File: src/rtl/baud_pkg.sv
// Shared widths, reset defaults and the divider config record for baud_tick_gen.
package baud_pkg;

    localparam int INT_W  = 16;
    localparam int FRAC_W = 4;
    localparam int OSR_W  = 5;

    localparam logic [INT_W-1:0] DEF_INT = 16'd650;
    localparam logic [OSR_W-1:0] DEF_OSR = 5'd15;

    // One record type serves both the active and the pending register banks.
    typedef struct packed {
        logic [INT_W-1:0]  div_int;
        logic [FRAC_W-1:0] div_frac;
        logic [OSR_W-1:0]  osr;
    } cfg_t;

    function automatic cfg_t cfg_default();
        return '{div_int: DEF_INT, div_frac: '0, osr: DEF_OSR};
    endfunction

endpackage

File: src/rtl/baud_tick_gen_frac_divider.sv
// Sample-period divider: div_cnt runs 0..div_int+carry, wrap marks the last clock.
// BAUD_TICK_FRAC_EN adds the fractional accumulator; otherwise carry is tied to 0.
module frac_divider #(
    parameter int INT_W  = baud_pkg::INT_W,
    parameter int FRAC_W = baud_pkg::FRAC_W
) (
    input  logic              clk,
    input  logic              rst,
    input  logic              enable,
    input  logic [INT_W-1:0]  div_int,
    input  logic [FRAC_W-1:0] div_frac,
    output logic              wrap,
    output logic              sample_tick
);

    // One extra bit so div_int at full scale plus a carry cannot overflow.
    logic [INT_W:0] div_cnt;
    logic [INT_W:0] cnt_end;
    logic           carry;

`ifdef BAUD_TICK_FRAC_EN
    logic [FRAC_W-1:0] frac_acc;
    logic [FRAC_W:0]   frac_sum;

    assign frac_sum = {1'b0, frac_acc} + {1'b0, div_frac};
    assign carry    = frac_sum[FRAC_W];

    // The accumulator only moves at a wrap, so carry is constant across a period.
    always_ff @(posedge clk) begin
        if (rst || !enable)
            frac_acc <= '0;
        else if (wrap)
            frac_acc <= frac_sum[FRAC_W-1:0];
    end
`else
    logic unused_frac;
    assign unused_frac = ^div_frac;
    assign carry       = 1'b0;
`endif

    assign cnt_end = {1'b0, div_int} + {{INT_W{1'b0}}, carry};
    assign wrap    = enable && (div_cnt >= cnt_end);

    always_ff @(posedge clk) begin
        if (rst || !enable) begin
            div_cnt     <= '0;
            sample_tick <= 1'b0;
        end else begin
            sample_tick <= wrap;
            div_cnt     <= wrap ? '0 : div_cnt + 1'b1;
        end
    end

endmodule

File: src/rtl/baud_tick_gen.sv
// Fractional baud tick generator: sample/mid/bit ticks with double-buffered config.
// Build option: define BAUD_TICK_FRAC_EN to honour cfg_frac (fractional divider).
module baud_tick_gen #(
    parameter int               INT_W   = baud_pkg::INT_W,
    parameter int               FRAC_W  = baud_pkg::FRAC_W,
    parameter int               OSR_W   = baud_pkg::OSR_W,
    parameter logic [INT_W-1:0] DEF_INT = baud_pkg::DEF_INT,
    parameter logic [OSR_W-1:0] DEF_OSR = baud_pkg::DEF_OSR
) (
    input  logic              clk,
    input  logic              rst,
    input  logic              enable,
    input  logic [INT_W-1:0]  cfg_int,
    input  logic [FRAC_W-1:0] cfg_frac,
    input  logic [OSR_W-1:0]  cfg_osr,
    input  logic              cfg_load,
    output logic              cfg_pending,
    output logic              sample_tick,
    output logic              mid_tick,
    output logic              bit_tick,
    output logic [OSR_W-1:0]  phase
);
    import baud_pkg::*;

    cfg_t             act;
    cfg_t             pend;
    cfg_t             cfg_in;
    logic             pend_valid;
    logic [OSR_W-1:0] nxt_idx;
    logic             wrap;
    logic             bit_evt;
    logic             mid_evt;

    assign cfg_in      = '{div_int: cfg_int, div_frac: cfg_frac, osr: cfg_osr};
    assign cfg_pending = pend_valid;

    frac_divider #(
        .INT_W  (INT_W),
        .FRAC_W (FRAC_W)
    ) u_div (
        .clk         (clk),
        .rst         (rst),
        .enable      (enable),
        .div_int     (act.div_int),
        .div_frac    (act.div_frac),
        .wrap        (wrap),
        .sample_tick (sample_tick)
    );

    // nxt_idx is the index of the sample about to be flagged; phase shows the last one.
    assign bit_evt = wrap && (nxt_idx == act.osr);
    assign mid_evt = wrap && (nxt_idx == (act.osr >> 1));

    always_ff @(posedge clk) begin
        if (rst || !enable) begin
            nxt_idx  <= '0;
            phase    <= '0;
            bit_tick <= 1'b0;
            mid_tick <= 1'b0;
        end else begin
            bit_tick <= bit_evt;
            mid_tick <= mid_evt;
            if (wrap) begin
                phase   <= nxt_idx;
                nxt_idx <= bit_evt ? '0 : nxt_idx + 1'b1;
            end
        end
    end

    // Config only swaps at a bit boundary or while idle, so a bit is never truncated.
    // A load on the boundary itself bypasses the pending bank.
    always_ff @(posedge clk) begin
        if (rst) begin
            act        <= '{div_int: DEF_INT, div_frac: '0, osr: DEF_OSR};
            pend       <= '0;
            pend_valid <= 1'b0;
        end else if (!enable || bit_evt) begin
            if (cfg_load)
                act <= cfg_in;
            else if (pend_valid)
                act <= pend;
            pend_valid <= 1'b0;
        end else if (cfg_load) begin
            pend       <= cfg_in;
            pend_valid <= 1'b1;
        end
    end

endmodule
File: config.mk
export PLATFORM = sky130hd
export DESIGN_NAME = baud_tick_gen
export DESIGN_NICKNAME = d
export VERILOG_FILES = /design/src/rtl/baud_pkg.sv /design/src/rtl/baud_tick_gen_frac_divider.sv /design/src/rtl/baud_tick_gen.sv
export SDC_FILE = /design/constraint.sdc
export NUM_CORES = 1
export LEC_CHECK = 0
export ABC_AREA = 1
export CORE_AREA = 5 5 88 90
export DETAILED_ROUTE_END_ITERATION = 10
export DIE_AREA = 0 0 93 95
export GPL_ROUTABILITY_DRIVEN = 0
export PLACE_DENSITY_LB_ADDON = 0.05
export SLEW_MARGIN = 20
export SYNTH_ARGS = -nofsm -noshare
export SYNTH_HDL_FRONTEND = slang
export SYNTH_SLANG_ARGS = --single-unit
File: constraint.sdc
create_clock -name clk -period 2.59 [get_ports clk]
set_clock_uncertainty 0.2 [all_clocks]
set_input_delay 0.518 -clock clk [delete_from_list [all_inputs] [get_ports clk]]
set_output_delay 0.518 -clock clk [all_outputs]
set_load 0.005 [all_outputs]
Yosys cells after proc, flatten, opt, wreduce, memory -nomap -nowiden
Index checks and enable logic that the tools add are counted.
{"block": "word_totals", "register_bits": 77, "in_bits": 29, "out_inout_bits": 9, "wordCells": 32}
{"block": "op_classes", "n_addsub": 2, "order_cmp": 1, "n_eq_ne": 2, "n_mux": 3, "bitwise_logic": 1, "n_reduce_logical": 11}
{"cell": "$mux 25", "n": 2}
{"cell": "$add 17x1->17 const B", "n": 1}
{"cell": "$ge 17x16->1", "n": 1}
{"cell": "$add 5x1->5 const B", "n": 1}
{"cell": "$eq 5x4->1", "n": 1}
{"cell": "$eq 5x5->1", "n": 1}
{"cell": "$mux 5", "n": 1}
{"cell": "$reduce_and 2->1", "n": 2}
{"cell": "$reduce_or 2->1", "n": 2}
{"cell": "$logic_and 1x1->1", "n": 3}
{"cell": "$logic_or 1x1->1", "n": 2}
{"cell": "$reduce_bool 2->1", "n": 1}
{"cell": "$logic_not 1->1", "n": 1}
{"cell": "$not 1->1", "n": 1}

Depth between registers and ports, before layout
{"block": "logic_depth", "depth_word": 6, "mapped_depth": 17, "mapped_depth_nobuf": 16}

By module
Synthesis repeated with hierarchy kept, for this count alone.
{"block": "unflattened", "cells_unflattened": 626, "hier_area_um2": 4264.1}
{"module": "baud_tick_gen", "n_inst": 1, "cells_each": 437, "area_each_um2": 2865.2, "seq_area_each_um2": 1261.2}
{"module": "frac_divider", "n_inst": 1, "cells_each": 189, "area_each_um2": 1398.8, "seq_area_each_um2": 360.3}

Least setup slack after synthesis
Ideal clock, no wire load.
{"block": "synth_path", "path_kind": "flip-flop to flip-flop", "startpoint": "register u_div.div_cnt[6]", "endpoint": "register act[22] (netlist name)", "setup_time_ns": 0.114, "arrival_ns": 1.721, "required_time_ns": 2.276, "slack_ns": 0.555, "stages_incl_launch_ff": 14, "path_buffers": 1, "period_less_slack_ns": 2.035, "path_cell_list": "dfxtp_1 -> ha_1 -> nand2_1 -> nand3b_1 -> nor2_1 -> nor2_1 -> nand3_4 -> nand2_4 -> nand2_8 -> nand2_8 -> buf_8 -> nand2_2 -> nand2_1 -> nor2_2"}
{"block": "synth_via", "elab_chain_len": 5}
{"item": "start, declared", "line_no": "baud_tick_gen_frac_divider.sv:17", "rtl": "logic [INT_W:0] div_cnt;"}
{"item": "start signal, assigned", "line_no": "baud_tick_gen_frac_divider.sv:50", "rtl": "div_cnt <= wrap ? '0 : div_cnt + 1'b1;"}
{"item": "$ge 17x16->1", "line_no": "baud_tick_gen_frac_divider.sv:42", "rtl": "assign wrap = enable && (div_cnt >= cnt_end);"}
{"item": "$logic_and 1x1->1", "line_no": "baud_tick_gen_frac_divider.sv:42"}
{"item": "$logic_and 1x1->1", "line_no": "baud_tick_gen.sv:51", "rtl": "assign bit_evt = wrap && (nxt_idx == act.osr);"}
{"item": "$logic_or 1x1->1", "line_no": "baud_tick_gen.sv:77", "rtl": "end else if (!enable || bit_evt) begin"}
{"item": "$reduce_and 2->1 (no line)"}
{"item": "end signal, assigned", "line_no": "baud_tick_gen.sv:74", "rtl": "act <= '{div_int: DEF_INT, div_frac: '0, osr: DEF_OSR};"}
{"item": "end signal, assigned", "line_no": "baud_tick_gen.sv:79", "rtl": "act <= cfg_in;"}
{"item": "end signal, assigned", "line_no": "baud_tick_gen.sv:81", "rtl": "act <= pend;"}
{"item": "end, declared", "line_no": "baud_tick_gen.sv:25", "rtl": "cfg_t act;"}
No other way between the ends.
A chain may end at the register's enable or synchronous reset.

Worst setup path after layout
{"block": "layout_path", "startpoint": "register u_div.div_cnt[4]", "endpoint": "register act[11] (netlist name)"}
Same word-level chain as after synthesis.

==> run summary <==
RUN STATUS
--------------------------------------------------------------------------------------------
Result of the run                                                               finished clean

ROUTING
--------------------------------------------------------------------------------------------
Drt drc                                                                                    0
Antenna violation net count after detailed routing                                         0
Overall routed net length                                                            7460 µm
Total number of vias                                                                    3214
1st-iter DRT viols                                                                        75
Routed wire length per instance                                                      11.1 µm
DRT Pass-1 Iters                                                                           4
Vias per Instance                                                                       4.80

LOGIC SYNTHESIS
--------------------------------------------------------------------------------------------
Basic-gate share of the synthesized area counting and, or, nand and nor cells          0.358
Number of nets produced by synthesis                                                     598
Synthesized-area fraction occupied by adder cells                                     0.0590
Number of flip-flops and latches in the synthesized netlist                               73
Yosys top cell area share                                                              0.383
Top cells by area in the synthesized netlist                                    dfxtp_1 (38%), nand2_1 (14%), nor2_1 (8.4%), inv_1 (7.0%), ha_1 (5.9%)
Post-Synthesis Mean Instance Area                                                   6.93 µm²
Biggest area consumer among synthesized cells                                        dfxtp_1
Post-synthesis xor/xnor area fraction                                                 0.0206
Share of synthesized flip-flops with an asynchronous set or reset                          0
Commonest cells post-synth                                                      nand2_1 (143), nor2_1 (85), dfxtp_1 (73), inv_1 (71), o21ai_0 (30)
Most common flop cell mapped by yosys                                                dfxtp_1
Dominant cell by count in the synthesized netlist                                    nand2_1
Number of distinct standard cells referenced by the synthesized netlist                   36
Synth warn                                                                                 0
Synth Cell Area                                                                     3820 µm²
Combinational family with the most area after synthesis                         simple AND/OR/NAND/NOR gates
Syn Inst Count                                                                           551
Multiplexer area fraction after synthesis                                                  0
Number of enable-type register cells in the synthesized netlist                            0
Share of the synthesized area in compound gates (AO/OA/AOI/OAI)                       0.0760
Portion of the post-synthesis area used by sequential elements                         0.383

FLOORPLAN
--------------------------------------------------------------------------------------------
I/O pin cnt                                                                               38
Horizontal die dimension                                                               93 µm
Chip Height                                                                            95 µm
Rows                                                                                      31
Floorplan die area                                                                  8840 µm²
Std-Cell Core Area                                                                  6980 µm²
Initial core utilization                                                               0.547

CLOCKING
--------------------------------------------------------------------------------------------
Number of buffers created by CTS                                                           9
Max H-tree Level                                                                           3
Clock sink count                                                                          73
Clock-pin transition on the worst setup and hold timing paths                        0.07 ns
CTS Buffer Depth                                                                           2
Postcts setup bufs                                                                         0
Root buf cell                                                                       clkbuf_8
Clock tree from TritonCTS                                                               done
Clock insertion delay at the later pin of the skew report                            0.35 ns

FINISH
--------------------------------------------------------------------------------------------
Layout Area Growth over Synthesis                                                      15.5%
Nets                                                                                     629
Layout Cells excl Fill                                                                   669
Antenna Diode Count                                                                        0
Layout cell share with drive strength beyond 1                                         0.106

TIMING
--------------------------------------------------------------------------------------------
Slew margin rel.                                                                       0.713
Pins over their slew limit                                                                 0
Minimum period implied by the final worst setup slack                                2.29 ns
Count of endpoints failing setup in the final report                                       0
Max Clock Freq                                                                       436 MHz
Final setup TNS                                                                         0 ns
Final hold violation count                                                                 0
Ratio of final minimum period to clock period                                          0.885
Unrepaired setup endpoints after global routing                                           no
Slew at the pin closest to its max-slew limit                                       0.431 ns
Min setup slack post-route                                                          0.298 ns

GLOBAL ROUTING
--------------------------------------------------------------------------------------------
Sum of overflow across all layers after global routing                                     0
Largest net degree at the start of global routing                                         43
Antenna violations before repair                                                           0
Total routing resource utilization after global routing                                0.177
First-pass GRT wire length                                                          12300 µm
Number of global-route vias before repair                                               2760

POWER
--------------------------------------------------------------------------------------------
Leakage dissipation                                                                  2.09 nW
Power per standard cell area                                                      570 nW/µm²
Max rail drop VDD                                                                   0.328 mV
Power Total                                                                          2.51 mW

WORST SETUP PATH
--------------------------------------------------------------------------------------------
Arrival @ worst endpoint                                                             2.34 ns
Highest fanout seen on the critical path                                                  34
Capturing element type of the critical path                                        flip-flop
Category of the most critical setup path                                        flip-flop to flip-flop
Critical Path RT                                                                     2.63 ns
Nature of the critical path startpoint                                             flip-flop

PLACED DESIGN
--------------------------------------------------------------------------------------------
Worst slack at placement                                                            0.152 ns
Count of placed standard cells including taps                                            652
Count of input and output buffers                                                         33
Total half-perimeter wirelength after legalization and detailed placement            5210 µm

MIN PATH
--------------------------------------------------------------------------------------------
Hold crit path type                                                             flip-flop to flip-flop

JOB
--------------------------------------------------------------------------------------------
Number of max-capacitance violations reported                                              0

## kinds of logic after synthesis
family,after synthesis
adder cells (fa/ha/maj),18
buffers and inverters,93
AO/OA/AOI/OAI,55
XOR/XNOR,9
AND/OR/NAND/NOR,303
flip-flops,73
## per-layer routing
| metal | share of wire | wire length, µm | GRT usage |
|---|---|---|---|
| met1 | 0.52 | 3850 | 0.240 |
| met2 | 0.43 | 3220 | 0.271 |
| met5 | 0 | 0 | 0 |
| met3 | 0.035 | 262 | 0.0327 |
| met4 | 0.016 | 122 | 0.0842 |
## area by class of cell
cell class / count / area, µm²
fill: 653 / 2570
multi-input combinational: 386 / 1980
sequential: 73 / 1460
timing repair buffer: 36 / 353
inverter: 76 / 285
clock buffer: 12 / 155
tap: 82 / 103
clock inverter: 4 / 75.1
## state kept, by name, indices dropped and copies added, names as in the netlist
| signal | cells |
|---|---|
| phase | 5 |
| mid_tick | 1 |
| pend | 21 |
| bit_tick | 1 |
| act | 21 |
| u_div.div_cnt | 17 |
| cfg_pending | 1 |
| nxt_idx | 5 |
| u_div.sample_tick | 1 |
## what timing repair did
item	in CTS	in global routing
hold buffers	0	0
resized for setup	0	1
setup endpoints to repair	0	21
## power breakdown
group	internal (mW)	leakage (nW)	switching (mW)	total [mW]
clock network	0.596	0.109	0.426	1.02
registers	1.17	0.597	0.0197	1.19
logic	0.120	1.39	0.182	0.302
## per-stage QoR
| step | utilization | hold slack [ns] | instance area (µm²) |
|---|---|---|---|
| after floorplan | - | 0.217 | 3820 |
| after global placement | 0.596 | 0.229 | 4160 |
| after detailed placement | 0.596 | 0.240 | 4160 |
| after CTS | 0.629 | 0.254 | 4390 |
| after global routing | 0.632 | 0.270 | 4410 |
| final | 0.632 | 0.248 | 4410 |
## cell usage in the layout, fill, tap and decap left out, types with 2 or more instances in the layout
| cell type | instances |
|---|---|
| a21oi_1 | 18 |
| buf_4 | 3 |
| bufinv_16 | 2 |
| clkbuf_8 | 11 |
| clkdlybuf4s50_1 | 33 |
| clkinvlp_4 | 2 |
| dfxtp_1 | 73 |
| ha_1 | 18 |
| inv_1 | 71 |
| inv_2 | 4 |
| nand2_1 | 143 |
| nand2_2 | 11 |
| nand2_8 | 2 |
| nand3_1 | 27 |
| nand3_2 | 2 |
| nand3_4 | 3 |
| nand3b_1 | 2 |
| nand4_1 | 3 |
| nor2_1 | 85 |
| nor2_2 | 14 |
| nor2_4 | 2 |
| nor3_1 | 4 |
| o21ai_0 | 30 |
| or2_2 | 3 |
| xnor2_1 | 2 |
| xor2_1 | 7 |
## worst max-delay path, stage by stage (launching register included)
cell and delay, ns:
dfxtp_1 0.45, ha_1 0.31, nand2_1 0.12, inv_1 0.04, nand2_1 0.06, nand2_1 0.04
nand2_1 0.05, nand2_1 0.04, nand2_1 0.09, nand3_4 0.12, nand2_4 0.17, nand2_8 0.10
nand2_8 0.21, nand2_1 0.08, nand2_1 0.07, nor2_1 0.04
## worst paths after layout
path	from	end	slack, ns	cells after the start
worst max-delay path	u_div.div_cnt[4]	act[11]	0.30	15
worst min-delay path	phase[4]	phase[4]	0.25	2
worst min register to register	phase[4]	phase[4]	0.25	2
worst max register to register	u_div.div_cnt[4]	act[11]	0.30	15
No activity file was read; power rests on OpenSTA's default activity.
